**src/rtl/cpu_types_pkg.sv**
```systemverilog
// Shared CPU-side types: bus word, RAM handshake state and arbiter FSM state.
package cpu_types_pkg;

    typedef logic [31:0] word_t;

    typedef enum logic [1:0] {
        FREE   = 2'd0,
        BUSY   = 2'd1,
        ACCESS = 2'd2,
        ERROR  = 2'd3
    } ramstate_t;

    typedef enum logic [1:0] {
        IDLE  = 2'd0,
        DSERV = 2'd1,
        ISERV = 2'd2,
        RETRY = 2'd3
    } arb_state_t;

    // Width of the per-transaction error counter; it saturates rather than wraps.
    localparam int RETRY_CNT_W = 8;

endpackage

```
**src/rtl/mem_arbiter.sv**
```systemverilog
// Single-port RAM arbiter between icache and dcache. One transaction in flight;
// data side wins contests unless it won the previous one, so fetch cannot starve.
// RAM-side outputs come only from registers latched at grant time.
module mem_arbiter
    import cpu_types_pkg::*;
#(
    parameter int ERR_RETRY_MAX = 3
) (
    input  logic       CLK,
    input  logic       nRST,
    input  logic       iREN,
    input  word_t      iaddr,
    output logic       iwait,
    output word_t      iload,
    input  logic       dREN,
    input  logic       dWEN,
    input  word_t      daddr,
    input  word_t      dstore,
    output logic       dwait,
    output word_t      dload,
    output logic       ramREN,
    output logic       ramWEN,
    output word_t      ramaddr,
    output word_t      ramstore,
    input  word_t      ramload,
    input  logic [1:0] ramstate,
    output logic       memerr
);

    localparam logic [RETRY_CNT_W-1:0] RETRY_LIMIT = RETRY_CNT_W'(ERR_RETRY_MAX);

    arb_state_t             state;
    arb_state_t             next_state;
    ramstate_t              ram_st;
    logic                   serve_d;     // 1 = current transaction belongs to dcache
    logic                   last_d;      // 1 = dcache got the most recent ack
    logic                   lat_wen;     // latched operation of the current transaction
    logic                   next_wen;
    logic                   next_serv;
    logic                   d_req;
    logic                   grant_d;
    logic                   owner_req;   // granted requester still asserting its enable
    logic [RETRY_CNT_W-1:0] retry_cnt;
    logic [RETRY_CNT_W-1:0] retry_inc;

    assign ram_st    = ramstate_t'(ramstate);
    assign d_req     = dREN | dWEN;
    assign grant_d   = d_req && (!iREN || !last_d);
    assign owner_req = serve_d ? d_req : iREN;
    assign retry_inc = (retry_cnt == '1) ? retry_cnt : retry_cnt + 1'b1;
    assign next_serv = (next_state == DSERV) || (next_state == ISERV);

    // Read data is a straight pass-through; only meaningful while the matching wait is low.
    assign iload = ramload;
    assign dload = ramload;

    // Next-state decision, acknowledge strobes and the operation the next cycle will drive.
    always_comb begin
        next_state = state;
        next_wen   = lat_wen;
        iwait      = 1'b1;
        dwait      = 1'b1;
        unique case (state)
            IDLE: begin
                if (grant_d) begin
                    next_state = DSERV;
                    next_wen   = dWEN;
                end else if (iREN) begin
                    next_state = ISERV;
                    next_wen   = 1'b0;
                end
            end
            DSERV, ISERV: begin
                if (!owner_req) begin
                    next_state = IDLE;
                end else if (ram_st == ACCESS) begin
                    next_state = IDLE;
                    if (state == DSERV) dwait = 1'b0;
                    else                iwait = 1'b0;
                end else if (ram_st == ERROR) begin
                    next_state = RETRY;
                end
            end
            RETRY: begin
                if (!owner_req) next_state = IDLE;
                else            next_state = serve_d ? DSERV : ISERV;
            end
            default: next_state = IDLE;
        endcase
    end

    // State, grant latches, retry counter, sticky error flag and registered RAM enables.
    always_ff @(posedge CLK or negedge nRST) begin
        if (!nRST) begin
            state     <= IDLE;
            serve_d   <= 1'b0;
            last_d    <= 1'b0;
            lat_wen   <= 1'b0;
            retry_cnt <= '0;
            memerr    <= 1'b0;
            ramREN    <= 1'b0;
            ramWEN    <= 1'b0;
            ramaddr   <= '0;
            ramstore  <= '0;
        end else begin
            state  <= next_state;
            ramREN <= next_serv && !next_wen;
            ramWEN <= next_serv && next_wen;
            unique case (state)
                IDLE: begin
                    retry_cnt <= '0;
                    if (next_state == DSERV) begin
                        serve_d  <= 1'b1;
                        lat_wen  <= dWEN;
                        ramaddr  <= daddr;
                        ramstore <= dstore;
                    end else if (next_state == ISERV) begin
                        serve_d  <= 1'b0;
                        lat_wen  <= 1'b0;
                        ramaddr  <= iaddr;
                        ramstore <= '0;
                    end
                end
                DSERV, ISERV: begin
                    if (owner_req && ram_st == ACCESS) begin
                        last_d    <= (state == DSERV);
                        retry_cnt <= '0;
                    end else if (next_state == RETRY) begin
                        retry_cnt <= retry_inc;
                        if (retry_inc > RETRY_LIMIT) memerr <= 1'b1;
                    end
                end
                default: ;
            endcase
        end
    end

endmodule

```
**config.mk**
```make
export PLATFORM = sky130hd
export DESIGN_NAME = mem_arbiter
export DESIGN_NICKNAME = d
export VERILOG_FILES = /design/src/rtl/cpu_types_pkg.sv /design/src/rtl/mem_arbiter.sv
export SDC_FILE = /design/constraint.sdc
export NUM_CORES = 1
export LEC_CHECK = 0
export CORE_AREA = 5 5 100 102
export DETAILED_ROUTE_END_ITERATION = 8
export DIE_AREA = 0 0 105 107
export DONT_BUFFER_PORTS = 1
export PLACE_DENSITY = 0.69
export SLEW_MARGIN = 20
export SYNTH_ARGS = -nofsm -noshare
export SYNTH_HDL_FRONTEND = slang
export SYNTH_SLANG_ARGS = --single-unit
export TNS_END_PERCENT = 100
```
**constraint.sdc**
```tcl
create_clock -name CLK -period 5.58 [get_ports CLK]
set_input_delay 0.279 -clock CLK [delete_from_list [all_inputs] [get_ports CLK]]
set_output_delay 0.279 -clock CLK [all_outputs]
set_load 0.005 [all_outputs]
```
======== Word-level counts from Yosys, hierarchy flattened ========
Index checks and enable logic that the tools add are counted.
storage, ports and cells
  bits in registers ....................... 80
  latch bits .............................. 0
  memory bits (writable) .................. 0
  ROM bits ................................ 0
  input bits .............................. 135
  output and inout bits ................... 133
  word-level logic and storage cells ...... 72
  memories ................................ 0
operators by class
  add/subtract/negate cells ............... 1
  multipliers ............................. 0
  div/mod/pow operators ................... 0
  order comparisons ....................... 1
  eq/ne operators ......................... 10
  shift operators ......................... 0
  muxes and demuxes ....................... 31
  bitwise operators ....................... 2
  reductions and logical operators ........ 17
operators with widths
  operator               number
  $mux W32               4
  $mux W8                3
  $pmux W8 S2            1
  $mux W1                15
  $mux W2                7
  $eq A2 B2 Y1 const B   6
  $add A8 B1 Y8 const B  1
  $eq A8 B8 Y1 const B   1
  $gt A8 B2 Y1 const B   1
  $pmux W2 S3            1
  $reduce_and A2 Y1      3
  $eq A2 B1 Y1 const B   2
  $logic_and A1 B1 Y1    4
  $reduce_and A4 Y1      1
  $reduce_bool A2 Y1     2
  $logic_not A1 Y1       3
  $ne A3 B3 Y1 const B   1
  $logic_not A2 Y1       1
  $logic_or A1 B1 Y1     2
  $reduce_or A2 Y1       1
  $not A1 Y1             1
  $or A1 B1 Y1           1

======== Logic depth before layout (Yosys ltp) ========
  depth in word-level cells ............... 9
  depth in mapped cells ................... 13
  gate-level depth less buffers ........... 11

======== Worst setup path after synthesis ========
Ideal clock, no wire load.
  path type ............................... flip-flop to flip-flop
  start point ............................. reg state[0]
  end point ............................... reg ramaddr[10]
  library setup time ...................... 0.083 ns
  arrival ................................. 2.641 ns
  data required time ...................... 5.497 ns
  path slack .............................. 2.856 ns
  cell stages (with the launch flop) ...... 14
  buffers on the path ..................... 2
  clock period less this slack ............ 2.724 ns
  path through ............................ dfrtp_1 inv_1 ha_1 inv_1 nor2_1 o211a_1 a311oi_1 a31oi_1 ha_1 nand2_1 clkbuf_1 clkbuf_1 nand2_1 o21ai_0
on the way
  elaborated cells between the ends (all ways) .. 16
  classes of those cells .................. 5 x eq/ne; 7 x mux; 4 x reduce/logical
RTL lines
  item                                                 line                                    RTL
  start: declaration                                   mem_arbiter.sv:32                       arb_state_t state;
  start signal: assignment                             mem_arbiter.sv:106                      state <= next_state;
  $eq A2 B1 Y1 / $eq A2 B2 Y1 (equally long branches)  mem_arbiter.sv:63                       unique case (state)
  $reduce_or A2 Y1                                     mem_arbiter.sv:63
  $pmux W2 S3 (*)                                      mem_arbiter.sv:63
  net next_state[1]                                    mem_arbiter.sv:33                       arb_state_t next_state;
  $eq A2 B2 Y1 / $eq A2 B1 Y1 (equally long branches)  mem_arbiter.sv:117, mem_arbiter.sv:112
  $reduce_bool A2 Y1 (no source line)                  -
  $reduce_and A2 Y1 (no source line)                   -
  end signal: assignment                               mem_arbiter.sv:115                      ramaddr <= daddr;
  end signal: assignment                               mem_arbiter.sv:120                      ramaddr <= iaddr;
  end: declaration                                     mem_arbiter.sv:23                       output word_t ramaddr,
Mark *: on every way through the listed nets, which the timed path passes. The rest lies on a longest branch.
A chain may end at the register's enable or synchronous reset.

======== Worst setup path after layout ========
  start point ............................. reg state[0]
  end point ............................... reg ramaddr[28]
on the way
  word-level cells in the longest chain between the ends .. 7
  elaborated cells between the ends (all ways) .. 16
  classes of those cells .................. 5 x eq/ne; 7 x mux; 4 x reduce/logical
ends and longest elaborated chain
  item                                                 line                                    RTL
  $mux W2                                              mem_arbiter.sv:80                       end else if (ram_st == ERROR) begin
  $mux W2                                              mem_arbiter.sv:76                       end else if (ram_st == ACCESS) begin
  $mux W2                                              mem_arbiter.sv:74                       if (!owner_req) begin
  $pmux W2 S3                                          mem_arbiter.sv:63
  $eq A2 B2 Y1 / $eq A2 B1 Y1 (equally long branches)  mem_arbiter.sv:117, mem_arbiter.sv:112
  $reduce_bool A2 Y1 (no source line)                  -
  $reduce_and A2 Y1 (no source line)                   -
Parallel ways exist; a longest one is shown, timed or not.

==> summary.txt <==
Layout
  – Layout Area Growth over Synthesis: -3.948%
  – Share of layout cells above drive strength 1: 8.184%
  – # diodes: 0
  – Final nets: 527
  – Fin util: 45.21%
  – Final Non-Filler Cells: 502

Logic synthesis
  – Simple-gate share of the synthesized area: 16.71%
  – Synth Cell Area: 4247 µm²
  – Most frequent cell after synthesis: nand2_1
  – Post-Synth Adder-Cell Area: 1.768%
  – Async SR Flop Fraction: 100.0%
  – Yosys warning total: 0
  – Yosys top cell area share: 47.14%
  – Synth Instances: 460
  – FF+latch count, synth: 80
  – Synth cell types: 38
  – Synth top area cells: dfrtp_1, buf_4, nand2_1
  – Synth Area in Compound Gates: 10.46%
  – Synthesized net count: 601
  – Post-synth EDFFs: 0
  – Top_reg_cell synth: dfrtp_1
  – Largest family of logic cells by synthesized area: simple AND/OR/NAND/NOR gates
  – Synth Area per Inst: 9.232 µm²
  – Mux share of post-synthesis cell area: 8.751%
  – Top cells by count, synth: nand2_1, dfrtp_1, buf_4, o21ai_0, nand3_1
  – Xor and xnor fraction of the mapped netlist area: 0.4125%
  – Register area share after synthesis: 47.14%
  – Synth area leader: dfrtp_1

Timing
  – Setup WS post-layout: 2.092 ns
  – Worst-Margin Slew: 1.036 ns
  – Max Freq: 0.2867 GHz
  – Max Slew Vio Count: 0
  – Final worst-path cycle share: 62.52%
  – Final Hold Vio Count: 0
  – Final Skew: 0.01106 ns
  – Sum Neg Setup Slack: 0 ns
  – Final setup viols: 0
  – Tmin final: 3.488 ns
  – Slew HR: 30.94%
  – RSZ-0062 raised after global routing: false

Die
  – Die width: 105 µm
  – Total Die Area: 11240 µm²
  – Die Height: 107 µm
  – Initial core utilization: 47.07%
  – Number of top-level pins: 268
  – CORE AREA: 9021 µm²
  – Cell Rows: 35

Worst setup path
  – Highest fanout seen on the critical path: 42
  – WP data arrival: 3.67 ns
  – Critical path capture point type: register
  – CP startpoint kind: register
  – CP Class: register to register
  – Required time of the critical path: 5.76 ns

Routing
  – Final wirelength: 9.579 mm
  – Via density: 5.552
  – Met3 WL: 810 µm
  – Via Count: 2787
  – Highest metal used: met4
  – DRT Pass-1 Iters: 4
  – DRC Markers: 0
  – Routed wire per std cell: 19.08 µm
  – Initial DRC count: 143
  – Met2 routed WL: 4.975 mm
  – Met1 Wirelength: 3.569 mm
  – Detail Route Antenna Nets: 0

Job
  – Maxcap violations: 0

CTS
  – Root buf cell: clkbuf_8
  – Post-CTS resize count: 0
  – H-Tree Level Count: 3
  – CTS tree: built
  – Post-cts hold buffer count: 2
  – Clock latency on the worst-skew pair: 0.34 ns
  – Setup Fix Bufs, Post-CTS: 0
  – Clk pin slew, worst setup/hold paths: 0.09 ns
  – Clock tree sinks: 80
  – Number of buffers created by CTS: 9
  – Clk buf depth: 2

GRT
  – Global route total overflow: 0
  – Pin count of the biggest net entering global routing: 81
  – Initial antenna violation count: 0
  – GRT Overall Usage: 16.97%
  – Vias in the first global route: 2977
  – First-pass GRT wire length: 15.31 mm

Hold path
  – Worst hold path type: input pin to register

Power
  – Leak: 2.005 nW
  – Worst VDD drop: 0.2536 mV
  – Reg power frac: 38.4%
  – Internal power: 1.408 mW
  – Switching portion of total power: 42.75%
  – Switching pwr: 1.051 mW
  – PD cells: 602.7 nW/µm²
  – Comb power frac: 43.0%
  – Clock Power Share: 18.6%

Place
  – HPWL Detailed: 7.220 mm
  – Place WS: 2.102 ns
  – Placed Instances: 484
  – Port Buffers: 0
  – GPL Wtd Cong: 0.9281

Outcome
  – Status: complete, no violations
power by group through the flow:
stage | sequential, mW | combinational, mW | clock, mW
global placement | 0.958 | 1.02 | 0
CTS | 0.952 | 1.08 | 0.475
detailed placement | 0.961 | 1.07 | 0
finish | 0.944 | 1.06 | 0.458
floorplan | 0.896 | 0.925 | 0
global route | 0.968 | 1.23 | 0.499
per-stage QoR:
step / instance area, µm² / hold WS [ns] / power [mW]
finish: 4079 / 0.07624 / 2.459
detailed placement: 3829 / -0.01455 / 2.026
global placement: 3827 / -0.01477 / 1.981
global route: 4079 / 0.05343 / 2.700
CTS: 4079 / 0.05201 / 2.503
floorplan: 4247 / -0.01659 / 1.821
registers in the layout, indices dropped and copies added (netlist names):
register / flops
last_d: 1
lat_wen: 1
memerr: 1
ramREN: 1
ramWEN: 1
ramaddr: 32
ramstore: 32
retry_cnt: 8
serve_d: 1
state: 2
critical path: stages (launching register included):
cell and delay, ns:
dfrtp_1 0.42, inv_1 0.06, ha_1 0.36, inv_1 0.14
nor2_1 0.08, o211a_1 0.20, a311oi_1 0.31, a31o_2 0.16
ha_2 0.87, buf_4 0.38, mux2i_1 0.24, o21ai_0 0.10
cell type report:
cell class	instances	area (µm²)
clock buffer	11	131.4
clock inverter	5	81.33
fill	867	4942
inverter	11	41.29
multi-input combinational	279	1624
sequential	80	2002
tap	111	138.9
timing repair buffer	5	60.06
per-layer routing:
metal	global-route usage, %	up-vias
li1	-	1319
met2	29.59	151
met5	0	-
met1	18.66	1295
met3	5.780	22
met4	7.580	0
cells in the final DEF, fill, tap and decap left out, types with 3 or more instances in the layout:
cell | synthesis | routed
o22ai_1 | 3 | 3
mux2i_1 | 36 | 36
dfrtp_1 | 80 | 80
nand3_1 | 37 | 37
a22o_1 | 4 | 4
nand2_1 | 107 | 106
buf_4 | 64 | 3
clkbuf_8 | 0 | 9
o21ai_0 | 41 | 41
nor2_1 | 4 | 4
inv_1 | 11 | 11
a21o_1 | 4 | 4
or2_2 | 3 | 3
a21oi_1 | 6 | 6
ha_1 | 6 | 5
cells by family (layout without fill, tap and decap cells):
kind of cell | count (synthesis) | after routing
adders and majority gates | 6 | 6
and+or+nand+nor | 164 | 164
xor gates and xnor gates | 2 | 2
AOI/OAI and AO/OA | 70 | 70
DFF | 80 | 80
buffers and inverters | 101 | 32
muxes | 37 | 37
final timing paths:
path                                     from                  endpoint  slack (ns)  depth (start not counted)
min in group asynchronous                nRST  retry_cnt[2]$_DFFE_PN0P_        0.50                          2
hold / removal                      dstore[7]   ramstore[7]$_DFFE_PN0P_        0.08                          2
max in group asynchronous                nRST  ramstore[31]$_DFFE_PN0P_        4.76                          2
setup reg to reg           state[0]$_DFF_PN0_   ramaddr[28]$_DFFE_PN0P_        2.09                         11
setup / recovery           state[0]$_DFF_PN0_   ramaddr[28]$_DFFE_PN0P_        2.09                         11
hold reg to reg            memerr$_DFFE_PN0P_        memerr$_DFFE_PN0P_        0.49                          1
No activity file was read; power rests on OpenSTA's default activity.
